`src/rtl/pllphase_div_param.sv`:
```
// Programmable CLK/N divider with whole-cycle phase offset, plus fixed CLK/2 and quadrature CLK/4.
// New ratio/phase values are staged in shadow registers and take effect only at a counter wrap.
module pllphase_div_param #(
    parameter int DIV_W   = 5,
    parameter int MAX_DIV = 16,
    parameter int DEF_DIV = 7
) (
    input  logic             CLK,
    input  logic             sr,
    input  logic [DIV_W-1:0] div_sel,
    input  logic [DIV_W-1:0] phase_sel,
    input  logic             upd,
    output logic             busy,
    output logic             upd_ack,
    output logic             f_out,
    output logic             sync,
    output logic             f_dvd2,
    output logic             f_dvd4_p0,
    output logic             f_dvd4_p90
);

    typedef enum logic {IDLE = 1'b0, PEND = 1'b1} state_t;

    state_t           state;
    state_t           state_nx;
    logic [DIV_W-1:0] cnt;
    logic [DIV_W-1:0] n_act;
    logic [DIV_W-1:0] p_act;
    logic [DIV_W-1:0] n_sh;
    logic [DIV_W-1:0] p_sh;
    logic [DIV_W-1:0] n_clamp;
    logic [DIV_W-1:0] p_clamp;
    logic             wrap;
    logic             capture;
    logic             apply;
    logic [DIV_W:0]   pos_raw;
    logic [DIV_W:0]   pos;
    logic [DIV_W:0]   half;

    assign wrap = (cnt == n_act - DIV_W'(1));

    always_comb begin
        n_clamp = div_sel;
        if (div_sel < DIV_W'(2)) begin
            n_clamp = DIV_W'(2);
        end else if (div_sel > DIV_W'(MAX_DIV)) begin
            n_clamp = DIV_W'(MAX_DIV);
        end
        p_clamp = phase_sel % n_clamp;
    end

    // Position within the shifted period; one extra bit so cnt < p_act never underflows.
    always_comb begin
        pos_raw = {1'b0, cnt} + {1'b0, n_act} - {1'b0, p_act};
        pos     = pos_raw;
        if (pos_raw >= {1'b0, n_act}) begin
            pos = pos_raw - {1'b0, n_act};
        end
        half = ({1'b0, n_act} + (DIV_W+1)'(1)) >> 1;
    end

    always_ff @(posedge CLK) begin
        if (sr) begin
            state <= IDLE;
        end else begin
            state <= state_nx;
        end
    end

    always_comb begin
        state_nx = state;
        case (state)
            IDLE:    if (upd)  state_nx = PEND;
            PEND:    if (wrap) state_nx = IDLE;
            default: state_nx = IDLE;
        endcase
    end

    always_comb begin
        capture = 1'b0;
        apply   = 1'b0;
        case (state)
            IDLE:    capture = upd;
            PEND:    apply   = wrap;
            default: ;
        endcase
    end

    assign busy = (state == PEND);

    always_ff @(posedge CLK) begin
        if (sr) begin
            cnt        <= '0;
            n_act      <= DIV_W'(DEF_DIV);
            p_act      <= '0;
            n_sh       <= '0;
            p_sh       <= '0;
            upd_ack    <= 1'b0;
            f_out      <= 1'b0;
            sync       <= 1'b0;
            f_dvd2     <= 1'b0;
            f_dvd4_p0  <= 1'b0;
            f_dvd4_p90 <= 1'b0;
        end else begin
            cnt <= wrap ? '0 : cnt + DIV_W'(1);
            if (apply) begin
                n_act <= n_sh;
                p_act <= p_sh;
            end
            if (capture) begin
                n_sh <= n_clamp;
                p_sh <= p_clamp;
            end
            upd_ack    <= apply;
            f_out      <= (pos < half);
            sync       <= (cnt == '0);
            f_dvd2     <= ~f_dvd2;
            f_dvd4_p0  <= ~f_dvd4_p90;
            f_dvd4_p90 <= f_dvd4_p0;
        end
    end

endmodule

```
`config.mk`:
```
export PLATFORM = sky130hd
export DESIGN_NAME = pllphase_div_param
export DESIGN_NICKNAME = d
export VERILOG_FILES = /design/src/rtl/pllphase_div_param.sv
export SDC_FILE = /design/constraint.sdc
export NUM_CORES = 1
export LEC_CHECK = 0
export CORE_ASPECT_RATIO = 0.75
export CORE_MARGIN = 2
export CORE_UTILIZATION = 53
export CTS_BUF_LIST = sky130_fd_sc_hd__clkbuf_16
export DETAILED_ROUTE_END_ITERATION = 8
export PLACE_DENSITY = 0.76
export SYNTH_ARGS = -nofsm -noshare
export SYNTH_HDL_FRONTEND = slang
export SYNTH_SLANG_ARGS = --single-unit
export TNS_END_PERCENT = 100
```
`constraint.sdc`:
```
create_clock -name CLK -period 6.5 [get_ports CLK]
set_input_delay 0.975 -clock CLK [delete_from_list [all_inputs] [get_ports CLK]]
set_output_delay 0.975 -clock CLK [all_outputs]
set_load 0.1 [all_outputs]
```
== Yosys cells after proc, flatten, opt, wreduce, memory -nomap -nowiden ==
Index checks and enable logic that the tools add are counted.
W data, S select, Z words.
Cells by class
  add/sub/neg operators: 6
  multipliers: 0
  divide/modulo/power cells: 1
  magnitude comparators: 4
  eq/ne operators: 1
  shift operators: 0
  muxes and demuxes: 8
  bitwise gates (word level): 3
  reduce and logical (&&, ||, !) cells: 2
Operator list (number)
  $sub A6 B5 Y6: 2
  $mux W5: 2
  $add A5 B1 Y6 const B: 1
  $add A5 B5 Y6: 1
  $ge A6 B5 Y1: 1
  $lt A6 B5 Y1: 1
  $mux W6: 1
  $add A5 B1 Y5 const B: 1
  $eq A5 B5 Y1: 1
  $gt A5 B5 Y1 const B: 1
  $logic_not A5 Y1: 1
  $lt A5 B2 Y1 const B: 1
  $mod A5 B5 Y5: 1
  $sub A5 B1 Y5 const B: 1
  $mux W1: 4
  $not A1 Y1: 3
  $pmux W1 S2: 1
  $reduce_or A2 Y1: 1
Word-level totals
  bits in registers: 32
  latch bits: 0
  bits in writable memories: 0
  memory bits (read-only): 0
  input port bits: 13
  output and inout bits: 7
  memories: 0

== Logic depth before layout (Yosys ltp) ==
Gate-level depths: netlist of the first run.
  depth in word-level cells: 5
  gate-level depth with buffers: 24
  mapped depth without buffers: 24

== Worst setup path after synthesis of the first run ==
OpenSTA, ideal clock, no wires.
  path type: input to register
  start point: in div_sel[3]
  end point: reg p_sh[2]
  library setup time: 0.122 ns
  arrival: 6.213 ns
  required time: 6.378 ns
  path slack: 0.165 ns
  cell stages on the path: 21
  path buffers: 0
  cell sequence: or3_4 > o211a_1 > inv_1 > ha_1 > or4b_1 > a21oi_1 > nor2_1 > ha_1 > or2_2 > o311a_1 > mux2_2 > ha_1 > a41oi_1 > a211oi_2 > mux2_2 > ha_1 > a21o_1 > a31oi_1 > o21ai_1 > nor3_1 > a221o_1
Between the ends
  longest elaborated chain between the ends: 4
  elaborated cells on any way between the ends: 5
Ends and longest elaborated chain
  start: declaration: RTL line 10  | input logic [DIV_W-1:0] div_sel,
  $gt A5 B5 Y1: RTL line 46  | end else if (div_sel > DIV_W'(MAX_DIV)) begin
  $mux W5: RTL line 46
  $mux W5 (*): RTL line 44  | if (div_sel < DIV_W'(2)) begin
  named net n_clamp[0]: RTL line 31  | logic [DIV_W-1:0] n_clamp;
  $mod A5 B5 Y5 (*): RTL line 49  | p_clamp = phase_sel % n_clamp;
  end signal: assignment: RTL line 112  | p_sh <= p_clamp;
  end: declaration: RTL line 30  | logic [DIV_W-1:0] p_sh;
The timed path passes the listed nets; every way through them passes the cells marked *.
A chain may end at the register's enable or synchronous reset.

== Worst setup path in the final report of the first run ==
Ends and elaborated chain as after synthesis.

==> metrics, run 1 <==
multi-input gate area in the final layout 1940 µm²; CTS buffer count 5; std cell rows 22; Most used DFF post-synth dfxtp_1; Placed Cells 410; final std cells w/o fill 418; Max-Slew Margin vs Limit 0.350; most common cell after layout, fill and taps aside nor2_1; number of global-route vias before repair 2282; vias per std cell 5.61; data required time at the worst endpoint 6660 ps; wire length of the first global-routing pass 10200 µm; power density relative to cell area 249 nW/µm²; post-cts gate resize count 0; share of final-layout standard cells stronger than drive strength 1 0.154; highest ir drop seen on vdd 0.000146 V; type of element launching the critical path input pin; outcome complete, no violations; sum of net half-perimeters after detailed placement 4700 µm; final clock skew 3.97 ps; final setup violating endpoints 0; post-detailed-route count of antenna-violating nets 0; detailed-router iteration count before antenna repair 4; final total negative setup slack 0 ps; number of synthesized register bits 32; slew at the pin closest to its max-slew limit 972 ps; critical path class in -> reg; critical path capture point type register; number of port buffers 19; Achievable Freq 0.160 GHz; Syn-to-layout area delta 23.9%; register clock-pin slew on the reported worst setup and hold paths 50 ps; static power due to leakage 1.48 nW; Post-CTS Hold Fix Bufs 0; post-synth design cell area 2670 µm²; sinks on the clock net 32; aggregate global-route resource usage 0.230; number of buffers inserted to repair setup after CTS 0; Core Footprint 4870 µm²; number of nets in the synthesized netlist 367; commonest cells after routing, fill and taps aside 34 x nor2_1, 33 x ha_1, 32 x dfxtp_1; Ports 20; Placer Congestion 0.864; unrepaired setup endpoints after global routing yes; maximum number of pins on one net before global-route repair 28; Antenna diodes 0; clock tree root buffer cell clkbuf_16; grt total ovfl 0; count of synthesis-stage warnings from yosys 0; number of antenna violations at the first check in global routing 0; number of buffers between clock root and the deepest sink 2; die width 85.9 µm; total die area 5620 µm²; number of H-tree levels 2; maximum fanout along the worst path 7; drt drc 0; synthesized area per cell 8.52 µm²; y dimension of the die 65.4 µm; routed len/inst 14.2 µm; filler instances 404; number of different library cells in the post-synthesis netlist 52; number of DRC violations after detailed-routing iteration 0 156; vias after detailed routing 2343; async set or reset register ratio after synthesis 0; clock tree from TritonCTS done; clock period minus worst slack 6240 ps; number of enable flip-flop cells after synthesis 0; gate count of the mapped netlist 313; fraction of the yosys area taken by sequential cells 0.240; sequential standard cell area 641 µm²; max-slew violations 0; effective utilization at floorplan 0.548; Hold/Removal Path Class reg -> reg; Clock Latency Late Sink 270 ps; arrival time at the worst endpoint 6400 ps; routed wire length 5940 µm; final hold slack 408 ps; number of nets at the end of the flow 411; final count of hold timing violations 0; max-cap violation count 0; final critical-path share of the clock period 0.960
-- cell type report --
cell class,count,area share
clock buffer,5,0.0379
clock inverter,3,0.00416
inverter,30,0.0341
multi-input combinational,241,0.586
sequential,32,0.194
tap,60,0.0227
timing repair buffer,47,0.121
-- worst max-delay path, cell delays in order --
cell             delay, ps
clkdlybuf4s50_1        420
or3_4                  400
o211a_1                220
inv_1                   80
ha_1                   240
or4b_1                 490
a21oi_2                130
nor2_1                  70
ha_1                   290
or2_2                  290
o311a_4                150
nor2_1                 100
a21oi_1                 70
ha_1                   340
nand2b_1                70
o2bb2ai_1              170
a211oi_2               270
buf_4                  170
mux2_4                 310
ha_1                   320
nand2_1                110
o21ai_4                260
nor3_1                 100
a221o_1                350
-- final timing paths --
path	from	to	slack, ps	depth (start not counted)
hold / removal	f_dvd4_p90	f_dvd4_p0	410	1
setup / recovery	div_sel[3]	p_sh[2]	260	24
hold reg to reg	f_dvd4_p90	f_dvd4_p0	410	1
setup reg to reg	n_act[1]	f_out	1800	17
-- through the flow --
stage | power, W | instance area [µm²] | util | worst slack [ps]
2_1_floorplan | 0.000475 | 2670 | - | 165
3_3_place_gp | 0.000574 | 3100 | 0.637 | -15.8
3_5_place_dp | 0.000582 | 3100 | 0.637 | -180
4_1_cts | 0.000806 | 3240 | 0.665 | 103
5_1_grt | 0.000879 | 3310 | 0.678 | -40.3
6_report | 0.000823 | 3310 | 0.678 | 257
-- where the power goes --
group / leakage [nW] / internal, W / total [W] / switching (W)
Combinational: 1.15 / 0.000172 / 0.000380 / 0.000207
Sequential: 0.262 / 0.000212 / 0.000221 / 0.00000939
Clock: 0.0710 / 0.000139 / 0.000222 / 0.0000829
Total: 1.48 / 0.000523 / 0.000823 / 0.000300
-- cell families after synthesis --
kind of cell,Yosys count,share of synthesized area
AND/OR/NAND/NOR,94,0.175
buffers and inverters,40,0.0572
multiplexers,14,0.0572
AO/OA/AOI/OAI,67,0.171
adder cells (fa/ha/maj),41,0.212
XOR/XNOR,25,0.0872
flip-flops,32,0.240
-- flip-flops by register name, summed over array words and instances, names as in the netlist --
name        flops
f_out           1
cnt             5
sync            1
f_dvd2          1
f_dvd4_p0       1
n_act           5
upd_ack         1
p_sh            5
n_sh            5
f_dvd4_p90      1
busy            1
p_act           5
-- routing by layer --
layer  share of wire  global-route usage  wire length [µm]  vias to the layer above
met5               0                   0                 0                        -
met4          0.0054              0.0377                32                        0
met3           0.040              0.0490               238                        5
met2            0.45               0.366              2660                       36
met1            0.51               0.325              3010                     1111
li1                -                   -                 -                     1191
-- cell usage after synthesis, drive strengths merged, types with 5 or more instances --
master | instances | area (µm²)
fa | 7 | 140
xnor2 | 18 | 158
inv | 30 | 113
ha | 34 | 425
dfxtp | 32 | 641
a21o | 5 | 37.5
nor3 | 8 | 45.0
clkbuf | 6 | 22.5
nor2 | 34 | 128
xor2 | 6 | 52.6
mux2i | 10 | 100
nand2 | 17 | 63.8
a211oi | 5 | 42.5
nand3 | 8 | 40.0
a21oi | 22 | 110
nand2b | 7 | 43.8
o21ai | 8 | 40.0
Power figures use the tool's default switching activity.
==> inputs of run 2 (changes only) <==
--- a/config.mk
+++ b/config.mk
@@ -11,6 +11,7 @@
 export CTS_BUF_LIST = sky130_fd_sc_hd__clkbuf_16
 export DETAILED_ROUTE_END_ITERATION = 8
 export PLACE_DENSITY = 0.76
+export RECOVER_POWER = 100
 export SYNTH_ARGS = -nofsm -noshare
 export SYNTH_HDL_FRONTEND = slang
 export SYNTH_SLANG_ARGS = --single-unit
==> run 2 against run 1 <==
Effect of this change: via count decreased by 0.47%; die area unchanged; clock skew is 0.77 ps higher; non-clock buffer count did not move; sequential power is essentially flat; core utilization shrank 0.10 points; critical endpoint unchanged; largest cell class unchanged.
==> metrics, run 2 (same netlist as run 1, synthesis figures left out) <==
clock period minus worst slack 6240 ps (-1.00 ps); vias after detailed routing 2332 (-0.47%); delay of the slowest critical-path stage 490 ps (about the same); final critical-path share of the clock period 0.960 (about the same); filler instances 405 (+0.25%); number of H-tree levels 2 (unchanged); crit-path most repeated cell ha_1; register clock-pin slew on the reported worst setup and hold paths 50 ps (about the same); Syn-to-layout area delta 23.7%; number of global-route vias before repair 2282 (unchanged); maximum number of pins on one net before global-route repair 28 (unchanged); type of element launching the critical path input pin; max-slew violations 0 (unchanged); final hold slack 401 ps (-6.54 ps); Clock Latency Late Sink 280 ps (about the same); Achievable Freq 0.160 GHz (about the same); grt total ovfl 0 (unchanged); number of antenna violations at the first check in global routing 0 (unchanged); data required time at the worst endpoint 6660 ps (about the same); post-detailed-route count of antenna-violating nets 0 (unchanged); Core Footprint 4870 µm² (unchanged); die width 85.9 µm (unchanged); std cell rows 22 (unchanged); Max-Slew Margin vs Limit 0.343 (-0.00677); slowest cell on the critical path or4b_1; effective utilization at floorplan 0.548 (unchanged); static power due to leakage 1.49 nW (+0.56%); clock tree root buffer cell clkbuf_16; critical path's top delay family simple AND/OR/NAND/NOR gates; number of nets at the end of the flow 411 (unchanged); number of buffers between clock root and the deepest sink 2 (unchanged); total non-filler cell area in the finished layout 3300 µm² (-0.15%); number of port buffers 19 (unchanged); share of final-layout standard cells stronger than drive strength 1 0.151 (-0.00279); power density relative to cell area 249 nW/µm² (-0.13%); critical path capture point type register; total die area 5620 µm² (unchanged); y dimension of the die 65.4 µm (unchanged); unrepaired setup endpoints after global routing yes; vias per std cell 5.58 (-0.47%); Post-CTS Hold Fix Bufs 0 (unchanged); slew at the pin closest to its max-slew limit 982 ps (+9.96 ps); routed wire length 5940 µm (about the same); most common cell after layout, fill and taps aside nor2_1; drt drc 0 (unchanged); maximum fanout along the worst path 7 (unchanged); highest ir drop seen on vdd 0.000145 V (-0.86%); Placer Congestion 0.864 (unchanged); CTS buffer count 5 (unchanged); crit path buf inv count 3 (unchanged); final count of hold timing violations 0 (unchanged); commonest cells after routing, fill and taps aside 34 x nor2_1, 33 x ha_1, 32 x dfxtp_1; detailed-router iteration count before antenna repair 4 (unchanged); wire length of the first global-routing pass 10200 µm (unchanged); cells along the critical path clkdlybuf4s50_1 > or3_4 > o211a_1 > inv_1 > ha_1 > or4b_1 > a21oi_2 > nor2_1 > ha_1 > or2_2 > o311a_4 > nor2_1 > a21oi_1 > ha_1 > nand2b_1 > o2bb2ai_1 > a211oi_2 > buf_4 > mux2_4 > ha_1 > nand2_1 > o21ai_4 > nor3_1 > a221o_1; sinks on the clock net 32 (unchanged); aggregate global-route resource usage 0.230 (unchanged); dpl cell area 3100 µm² (unchanged); Antenna diodes 0 (unchanged); final clock skew 4.74 ps (+0.765 ps); critical path class in -> reg; final setup violating endpoints 0 (unchanged); routed len/inst 14.2 µm (about the same); Hold/Removal Path Class reg -> reg; sum of net half-perimeters after detailed placement 4700 µm (unchanged); number of DRC violations after detailed-routing iteration 0 153 (-1.9%); max-cap violation count 0 (unchanged); outcome complete, no violations; Ports 20 (unchanged); clock tree from TritonCTS done; arrival time at the worst endpoint 6400 ps (about the same)
==> run 2: path summary, 6_finish.rpt <==
check / startpoint / slack (ps) / end / cells past startpoint
setup / recovery: div_sel[3] / 260 / p_sh[2] / 24
hold / removal: f_dvd4_p90 / 400 / f_dvd4_p0 / 1
setup reg to reg: n_act[1] / 1820 / f_out / 17
hold reg to reg: f_dvd4_p90 / 400 / f_dvd4_p0 / 1
==> run 2: power by group <==
part	internal (W)	total, W	switching, W
clock network	0.000139	0.000222	0.0000835
logic	0.000170	0.000377	0.000207
registers	0.000211	0.000221	0.00000913
==> run 2: layer usage <==
| layer | vias to the layer above | share of wire | wire [µm] | track usage |
|---|---|---|---|---|
| li1 | 1191 | - | - | - |
| met1 | 1099 | 0.51 | 3020 | 0.325 |
| met2 | 37 | 0.44 | 2640 | 0.366 |
| met3 | 5 | 0.043 | 253 | 0.0490 |
| met4 | 0 | 0.0054 | 32 | 0.0377 |
| met5 | - | 0 | 0 | 0 |
==> run 2: stage by stage <==
stage          std cells  setup slack, ps  utilization  power (W)  setup TNS, ps
6_report             418              258        0.677   0.000820              0
5_1_grt              418            -40.3        0.677   0.000876          -74.3
4_1_cts              418              103        0.665   0.000806              0
3_5_place_dp         410             -180        0.637   0.000582           -792
3_3_place_gp         410            -15.8        0.637   0.000574          -27.7
2_1_floorplan        313              165            -   0.000475              0
==> run 2: final cells by class <==
type / count / area [µm²] / area share
inverters: 30 / 113 / 0.0341
multi-input cells: 241 / 1930 / 0.586
clock inverters: 3 / 13.8 / 0.00417
repair buffers: 47 / 400 / 0.121
flip-flops and latches: 32 / 641 / 0.194
well taps: 60 / 75.1 / 0.0227
clock buffers: 5 / 125 / 0.0379
==> run 2: repair_timing <==
| item | 4_1_cts | 5_1_grt |
|---|---|---|
| setup buffers | 0 | 0 |
| endpoints found under the setup margin | 0 | 5 |
| resized for setup | 0 | 11 |
